$ cat src/rtl/mac_pipe_ctrl.sv
// Sequencing controller for the 5-stage FloatSD4 MAC pipeline: job FSM, shared stage hold and result FIFO.
// Optional build macro MAC_CTRL_PERF_EN adds saturating stall/bubble counters.
module mac_pipe_ctrl #(
   parameter int PIPE_DEPTH = 5,
   parameter int FIFO_DEPTH = 8,
   parameter int LEN_W      = 16
) (
   input  logic             i_clk,
   input  logic             i_rst_n,
   input  logic             i_start,
   input  logic [LEN_W-1:0] i_job_len,
   input  logic             i_in_valid,
   output logic             o_in_ready,
   output logic             o_mac_valid,
   output logic             o_mac_inhibit,
   input  logic             i_mac_valid,
   input  logic [15:0]      i_mac_conv,
   output logic             o_out_valid,
   output logic [15:0]      o_out_data,
   input  logic             i_out_ready,
   output logic             o_busy,
   output logic             o_done
`ifdef MAC_CTRL_PERF_EN
   ,output logic [31:0]     o_stall_cnt
   ,output logic [31:0]     o_bubble_cnt
`endif
);

   localparam int DATA_W = 16;
   localparam int PTR_W  = $clog2(FIFO_DEPTH);
   localparam int CNT_W  = PTR_W + 1;
   localparam int INF_W  = $clog2(PIPE_DEPTH + 1) + 1;

   localparam logic [1:0] IDLE  = 2'd0;
   localparam logic [1:0] RUN   = 2'd1;
   localparam logic [1:0] DRAIN = 2'd2;
   localparam logic [1:0] DONE  = 2'd3;

   logic [1:0]        state, state_nxt;
   logic [LEN_W-1:0]  len, issued, retired;
   logic [INF_W-1:0]  inflight;
   logic [DATA_W-1:0] mem [FIFO_DEPTH];
   logic [PTR_W-1:0]  wr_ptr, rd_ptr;
   logic [CNT_W-1:0]  count, count_nxt;
   logic [DATA_W-1:0] head_nxt;
   logic              out_valid_nxt;
   logic              fifo_full, push, pop, accept, start_ok, last_beat;

   function automatic logic [LEN_W-1:0] sat_retire(input logic [LEN_W-1:0] cur,
                                                   input logic [LEN_W-1:0] lim);
      return (cur == lim) ? cur : cur + LEN_W'(1);
   endfunction

   function automatic logic [INF_W-1:0] inflight_upd(input logic [INF_W-1:0] cur,
                                                     input logic inc, input logic dec);
      logic [INF_W-1:0] r;
      r = cur;
      if (inc && !dec)
         r = cur + INF_W'(1);
      else if (dec && !inc && cur != '0)
         r = cur - INF_W'(1);
      return r;
   endfunction

   // A stage-5 result may only advance if it can be written this cycle
   assign fifo_full     = (count == CNT_W'(FIFO_DEPTH));
   assign pop           = o_out_valid && i_out_ready;
   assign o_mac_inhibit = i_mac_valid && fifo_full && !pop;
   assign push          = i_mac_valid && !o_mac_inhibit;
   assign o_in_ready    = (state == RUN) && (issued < len) && !o_mac_inhibit;
   assign o_mac_valid   = i_in_valid && o_in_ready;
   assign accept        = o_mac_valid;
   assign start_ok      = (state == IDLE) && i_start;
   assign last_beat     = accept && ((issued + LEN_W'(1)) == len);

   always_comb begin
      count_nxt = count;
      if (push && !pop)
         count_nxt = count + CNT_W'(1);
      else if (pop && !push)
         count_nxt = count - CNT_W'(1);
   end

   // Head register: refilled from the bypass on an empty/one-deep FIFO, else from storage
   always_comb begin
      head_nxt      = o_out_data;
      out_valid_nxt = o_out_valid;
      if (count == '0) begin
         if (push) begin
            head_nxt      = i_mac_conv;
            out_valid_nxt = 1'b1;
         end
      end else if (pop) begin
         if (count == CNT_W'(1)) begin
            out_valid_nxt = push;
            if (push)
               head_nxt = i_mac_conv;
         end else begin
            head_nxt = mem[rd_ptr + PTR_W'(1)];
         end
      end
   end

   always_comb begin
      state_nxt = state;
      case (state)
         IDLE:    if (i_start) state_nxt = (i_job_len == '0) ? DONE : RUN;
         RUN:     if (last_beat) state_nxt = DRAIN;
         DRAIN:   if ((retired == len) && (count_nxt == '0)) state_nxt = DONE;
         DONE:    state_nxt = IDLE;
         default: state_nxt = IDLE;
      endcase
   end

   always_ff @(posedge i_clk or negedge i_rst_n) begin
      if (!i_rst_n) begin
         state       <= IDLE;
         len         <= '0;
         issued      <= '0;
         retired     <= '0;
         inflight    <= '0;
         wr_ptr      <= '0;
         rd_ptr      <= '0;
         count       <= '0;
         o_out_valid <= 1'b0;
         o_out_data  <= '0;
         o_busy      <= 1'b0;
         o_done      <= 1'b0;
      end else begin
         state       <= state_nxt;
         o_busy      <= (state_nxt != IDLE);
         o_done      <= (state_nxt == DONE);
         count       <= count_nxt;
         o_out_valid <= out_valid_nxt;
         o_out_data  <= head_nxt;
         if (push)
            wr_ptr <= wr_ptr + PTR_W'(1);
         if (pop)
            rd_ptr <= rd_ptr + PTR_W'(1);
         if (start_ok) begin
            len      <= i_job_len;
            issued   <= '0;
            retired  <= '0;
            inflight <= '0;
         end else begin
            if (accept)
               issued <= issued + LEN_W'(1);
            if (push)
               retired <= sat_retire(retired, len);
            inflight <= inflight_upd(inflight, accept, push);
         end
      end
   end

   always_ff @(posedge i_clk) begin
      if (push)
         mem[wr_ptr] <= i_mac_conv;
   end

`ifdef MAC_CTRL_PERF_EN
   function automatic logic [31:0] sat_inc32(input logic [31:0] v);
      return (v == '1) ? v : v + 32'd1;
   endfunction

   always_ff @(posedge i_clk or negedge i_rst_n) begin
      if (!i_rst_n) begin
         o_stall_cnt  <= '0;
         o_bubble_cnt <= '0;
      end else if (start_ok) begin
         o_stall_cnt  <= '0;
         o_bubble_cnt <= '0;
      end else begin
         if (o_mac_inhibit)
            o_stall_cnt <= sat_inc32(o_stall_cnt);
         if ((state == RUN) && o_in_ready && !i_in_valid)
            o_bubble_cnt <= sat_inc32(o_bubble_cnt);
      end
   end
`endif

endmodule
$ cat config.mk
export PLATFORM = sky130hd
export DESIGN_NAME = mac_pipe_ctrl
export DESIGN_NICKNAME = d
export VERILOG_FILES = /design/src/rtl/mac_pipe_ctrl.sv
export SDC_FILE = /design/constraint.sdc
export NUM_CORES = 1
export LEC_CHECK = 0
export BUFFER_PORTS_ARGS = -buffer_cell sky130_fd_sc_hd__buf_2
export CAP_MARGIN = 25
export CORE_ASPECT_RATIO = 1.1
export CORE_MARGIN = 5
export CORE_UTILIZATION = 30
export DETAILED_ROUTE_END_ITERATION = 8
export PLACE_DENSITY_LB_ADDON = 0.12
export SLEW_MARGIN = 20
export SYNTH_ARGS = -nofsm -noshare
export SYNTH_HDL_FRONTEND = slang
export SYNTH_SLANG_ARGS = --single-unit
$ cat constraint.sdc
create_clock -name i_clk -period 3.7 [get_ports i_clk]
set_input_delay 0.37 -clock i_clk [delete_from_list [all_inputs] [get_ports i_clk]]
set_output_delay 0.37 -clock i_clk [all_outputs]
set_load 0.01 [all_outputs]
# [Word-level counts from Yosys, hierarchy flattened]
# Memory sizes are Yosys's and may differ from the RTL's.
# Cells that the tools add are included.
[classes] order_cmp=1 n_reduce_logical=26 eq_ne=10 addsub=6 n_mux=22
[op_table] op="16-bit 2-to-1 mux" n=9
[op_table] op="16-bit by 1-bit adder with 16-bit output, second input constant" n=2
[op_table] op="16-bit == test" n=2
[op_table] op="16-bit zero test" n=1
[op_table] op="16-bit less-than comparator" n=1
[op_table] op="1-bit logical AND" n=12
[op_table] op="2-bit nonzero test" n=5
[op_table] op="4-bit zero test" n=2
[op_table] op="2-bit 2-to-1 mux" n=4
[op_table] op="4-bit 2-to-1 mux" n=2
[op_table] op="2-bit case mux with 4 select lines" n=1
[op_table] op="3-bit by 1-bit adder with 3-bit output, second input constant" n=2
[op_table] op="2-bit == test, second input constant" n=3
[op_table] op="1-bit 2-to-1 mux" n=6
[op_table] op="4-bit by 1-bit adder with 4-bit output, second input constant" n=1
[op_table] op="4-bit by 1-bit == test with 1-bit output, second input constant" n=1
[op_table] op="4-bit == test, second input constant" n=1
[op_table] op="2-bit != test, second input constant" n=2
[op_table] op="4-bit by 1-bit subtractor with 4-bit output, second input constant" n=1
[op_table] op="1-bit zero test" n=3
[op_table] op="3-bit AND reduction" n=1
[op_table] op="2-bit by 1-bit == test with 1-bit output, second input constant" n=1
[op_table] op="2-bit zero test" n=1
[op_table] op="2-bit AND reduction" n=1
[word_totals] elab_cells=77 mem_count=1 register_bits=79 ram_bits=128
[memory_table] memory="mem" depth=8 word_bits=16 read_ports=1 rd_ports_with_merged_regs=0 write_ports=1 line="42" rtl="logic [DATA_W-1:0] mem [FIFO_DEPTH];"

# [Depth between registers and ports, before layout]
[depth] ltp_word=14 mapped_depth=11 depth_no_buf=10

# [Worst setup path after synthesis]
# Ideal clock, no wire load.
[synth_path] kind="register to register" startpoint="register count[0]" endpoint="memory mem[0][0], enable pin" required_ns=3.270 path_stages_with_launch=6 n_path_buf=0 path_slack_ns=0.621 arrival_ns=2.648 setup_ns=0.430 cell_sequence="dfrtp_1 -> inv_1 -> ha_1 -> nand3b_1 -> o21ai_2 -> nor4_1"
[synth_via] elab_chain_len=7
[synth_rtl] element="start, declared" line="44" rtl="logic [CNT_W-1:0] count, count_nxt;"
[synth_rtl] element="start signal, assigned" line="133" rtl="count <= count_nxt;"
[synth_rtl] element="4-bit == test" line="66" rtl="assign fifo_full = (count == CNT_W'(FIFO_DEPTH));"
[synth_rtl] element="1-bit logical AND (2 in a row)" line="68" rtl="assign o_mac_inhibit = i_mac_valid && fifo_full && !pop;"
[synth_rtl] element="1-bit zero test" line="69" rtl="assign push = i_mac_valid && !o_mac_inhibit;"
[synth_rtl] element="1-bit logical AND" line="69"
[synth_rtl] element="1-bit 2-to-1 mux" line="156" rtl="if (push)"
[synth_rtl] element="1-bit 2-to-1 mux (not written as such)" line="157" rtl="mem[wr_ptr] <= i_mac_conv;"
[synth_rtl] element="end, declared" line="42"
# Every way passes these cells.

# [Worst setup path after layout]
[layout_path] startpoint="register count[1]" endpoint="output o_mac_valid"
[layout_via] elab_chain_len=6
[layout_rtl] element="4-bit == test" line="66"
[layout_rtl] element="1-bit logical AND (2 in a row)" line="68"
[layout_rtl] element="1-bit zero test" line="70" rtl="assign o_in_ready = (state == RUN) && (issued < len) && !o_mac_inhibit;"
[layout_rtl] element="1-bit logical AND" line="70"
[layout_rtl] element="1-bit logical AND" line="71" rtl="assign o_mac_valid = i_in_valid && o_in_ready;"
[layout_rtl] element="end, declared" line="14" rtl="output logic o_mac_valid,"
# Every way passes these cells.

==> key figures <==
Synthesis
  – Number of synthesis warnings: 0
  – Ys flop type: edfxtp_1
  – Yosys reg bits: 207
  – Post-Synthesis Cells: 735
  – Top cells by area, synth: edfxtp_1, dfrtp_1, mux4_2, xnor2_1, ha_1
  – Dominant cell type by area after synthesis: edfxtp_1
  – Post-synthesis instance area: 9670 sq um
  – Synth top cells by count: edfxtp_1, dfrtp_1, nand2_1
  – Synth unique cells: 65
  – Avg Cell Area, Syn: 13.2 sq um
  – Top cell type's share of synthesized area: 39.8%
  – Syn Nets: 796
  – Register area share after synthesis: 60.2%
  – Share of async-settable or async-resettable flops after synthesis: 38.2%
  – Count leader, synth: edfxtp_1
  – Post-synth EDFFs: 128

Detailed routing
  – DRT Wirelength: 24900 um
  – Avg Vias per Cell: 5.04
  – Via count: 6292
  – First-pass DRT Iterations: 4
  – Post-route DRC: 0
  – Initial DRC count: 312
  – Mean routed wirelength per cell: 19.9 um
  – Antenna violation net count after detailed routing: 0

Setup path
  – Cell family with most CP delay: simple AND/OR/NAND/NOR gates
  – Max Fanout on Critical Path: 15
  – Critical path class: flop to primary output
  – Arr. time, crit path: 3.06 ns
  – Critical R2R Launch: count[1]
  – Startpoint Class: flop
  – R2R Setup Slk: 0.69 ns
  – Crit. Startpoint: count[1]
  – CP peak stage delay: 0.47 ns
  – Crit end category: primary output
  – Critical-path top delay cell: nor2_2
  – CP cell instances: inv_1 > ha_1 > nand3b_1 > o2111ai_1 > nor2_1 > nor2_2 > inv_2 > buf_2
  – CP Data Required Time: 3.33 ns
  – WP buf/inv: 3

Flow run
  – Maxcap violations: 0

Die
  – Die ar.: 35900 sq um
  – Die width: 181 um
  – Rows: 69
  – Die H: 198 um
  – Initial cell density of the core: 30.2%
  – Core area: 32000 sq um
  – I/O Pins: 60

Global route
  – GRT Overall Usage: 13.9%
  – Met2 Use GR: 24.4%
  – Vias in the first global route: 6833
  – Grt total ovfl: 0
  – Grt met3 use: 2.24%
  – Busiest layer in global routing: met2
  – Pin count of the biggest net entering global routing: 65
  – GR met1 Demand/Resource: 17.9%
  – First-pass GRT wire length: 39500 um
  – Initial antenna violation count: 1

Worst hold path
  – Type of the most critical hold path: input port to async pin

STA
  – Setup ws final: 0.269 ns
  – Endpoints failing setup: 0
  – Skew final: 0.00740 ns
  – Relative slew margins: 41.4%
  – RSZ-0062 raised after global routing: false
  – Hold slack final: -0.0245 ns
  – Final Slew Violations: 0
  – Final period utilization: 92.7%
  – Final count of hold timing violations: 20
  – Post-layout minimum cycle time: 3.43 ns
  – Worst slew pin tran: 0.879 ns
  – Peak Freq: 0.291 GHz
  – TNS Setup: 0 ns

Placement
  – IO Port Bufs: 59
  – Setup WS pre-CTS: 0.757 ns
  – Gp weighted congestion: 0.830
  – Final HPWL DP: 16800 um

Power
  – Leakage Power: 4.13 nW
  – Max IR drop VDD: 389 uV
  – Total power: 8.45 mW
  – Pwr/cell area: 753 nW/um^2

Clock tree
  – Clk Latency, worst-skew pair: 0.51 ns
  – Clock Pin Slew Worst Setup and Hold Paths: 0.06 ns
  – TritonCTS buffer count: 24
  – CTS Hold Bufs: 0
  – Clock net sink count: 207
  – Max clock buf depth: 3
  – H-tree Lvls: 1
  – Setup Buffers After CTS: 0
  – CTS tree: built
  – PostCTS Resize Cnt: 0
  – Root Driver: clkbuf_16

Finish
  – Layout overhead on the synthesized area: 16.2%
  – Number of fillers in the final layout: 3165
  – Share of layout cells above drive strength 1: 22.7%
  – Finished Core Util: 35.1%
  – Antenna cells: 0
  – NumNets Final: 865

Status
  – Status: finished, violations left
  – Failing checks: hold timing
## kinds of logic after synthesis
| logic type | count (synthesis) | synth area share, % |
|---|---|---|
| AOI/OAI and AO/OA | 129 | 8.27 |
| xor gates and xnor gates | 48 | 4.35 |
| DFF | 207 | 60.2 |
| adders and majority gates | 23 | 2.98 |
| and+or+nand+nor | 217 | 11.8 |
| muxes | 52 | 9.74 |
| buffers and inverters | 59 | 2.67 |
## metrics by stage
stage / area (sq um) / hold slack, ns / instances
3_5_place_dp: 10500 / 0.499 / 1204
2_1_floorplan: 9670 / 0.0744 / 735
4_1_cts: 11200 / 0.000226 / 1248
5_1_grt: 11200 / 0.0601 / 1248
3_3_place_gp: 10500 / 0.464 / 1204
6_report: 11200 / -0.0245 / 1248
## path summary, 6_finish.rpt
check / end / cells past startpoint
worst max-delay path: o_mac_valid / 8
worst min-delay path: issued[5] / 1
worst max register to register: issued[12] / 9
worst min register to register: rd_ptr[1] / 2
max in group asynchronous: o_out_data[2] / 2
min in group i_clk: len[0] / 3
## cells in the final DEF, fill, tap and decap left out, drive strengths merged, types with 32 or more instances in the layout
cell type | synthesis | final
nand2 | 56 | 56
clkbuf | 16 | 36
xnor2 | 38 | 38
o21ai | 34 | 34
mux4 | 32 | 32
nor2 | 51 | 51
a21oi | 40 | 40
dfrtp | 79 | 79
buf | 18 | 77
edfxtp | 128 | 128
## registers in the layout, indices dropped and copies added (netlist names)
name and flops:
count 4, issued 16, len 16, mem 128, o_busy 1, o_done 1, o_out_data 16, o_out_valid 1
rd_ptr 3, retired 16, state 2, wr_ptr 3
## worst reg2reg max path: cells and delay by family, from the launching register on
kind	cells	cell delay, ns
AO/OA/AOI/OAI	2	0.65
flip-flops	1	0.44
AND/OR/NAND/NOR	4	1.25
buffers and inverters	2	0.36
adder cells (fa/ha/maj)	1	0.24
## layer usage
metal	part of all wire (%)	wire, um
met1	43	10800
met5	0.028	7
met2	50	12400
met3	4.3	1080
met4	2.5	622
## cell type report
type	count	area, sq um	area share, %
Clock buffer	36	677	6.03
Clock inverter	8	40.0	0.356
Inverter	25	93.8	0.835
Multi-Input combinational cell	469	3630	32.3
Sequential cell	207	5820	51.8
Tap cell	426	533	4.75
Timing Repair Buffer	77	433	3.85
## where the power goes
group          total (mW)  switching, mW  internal, mW
Sequential           3.32          0.379          2.94
Combinational        2.99           1.62          1.37
Clock                2.15          0.893          1.26
Total                8.45           2.89          5.56
Note: power is estimated with default switching activity, not from simulation.
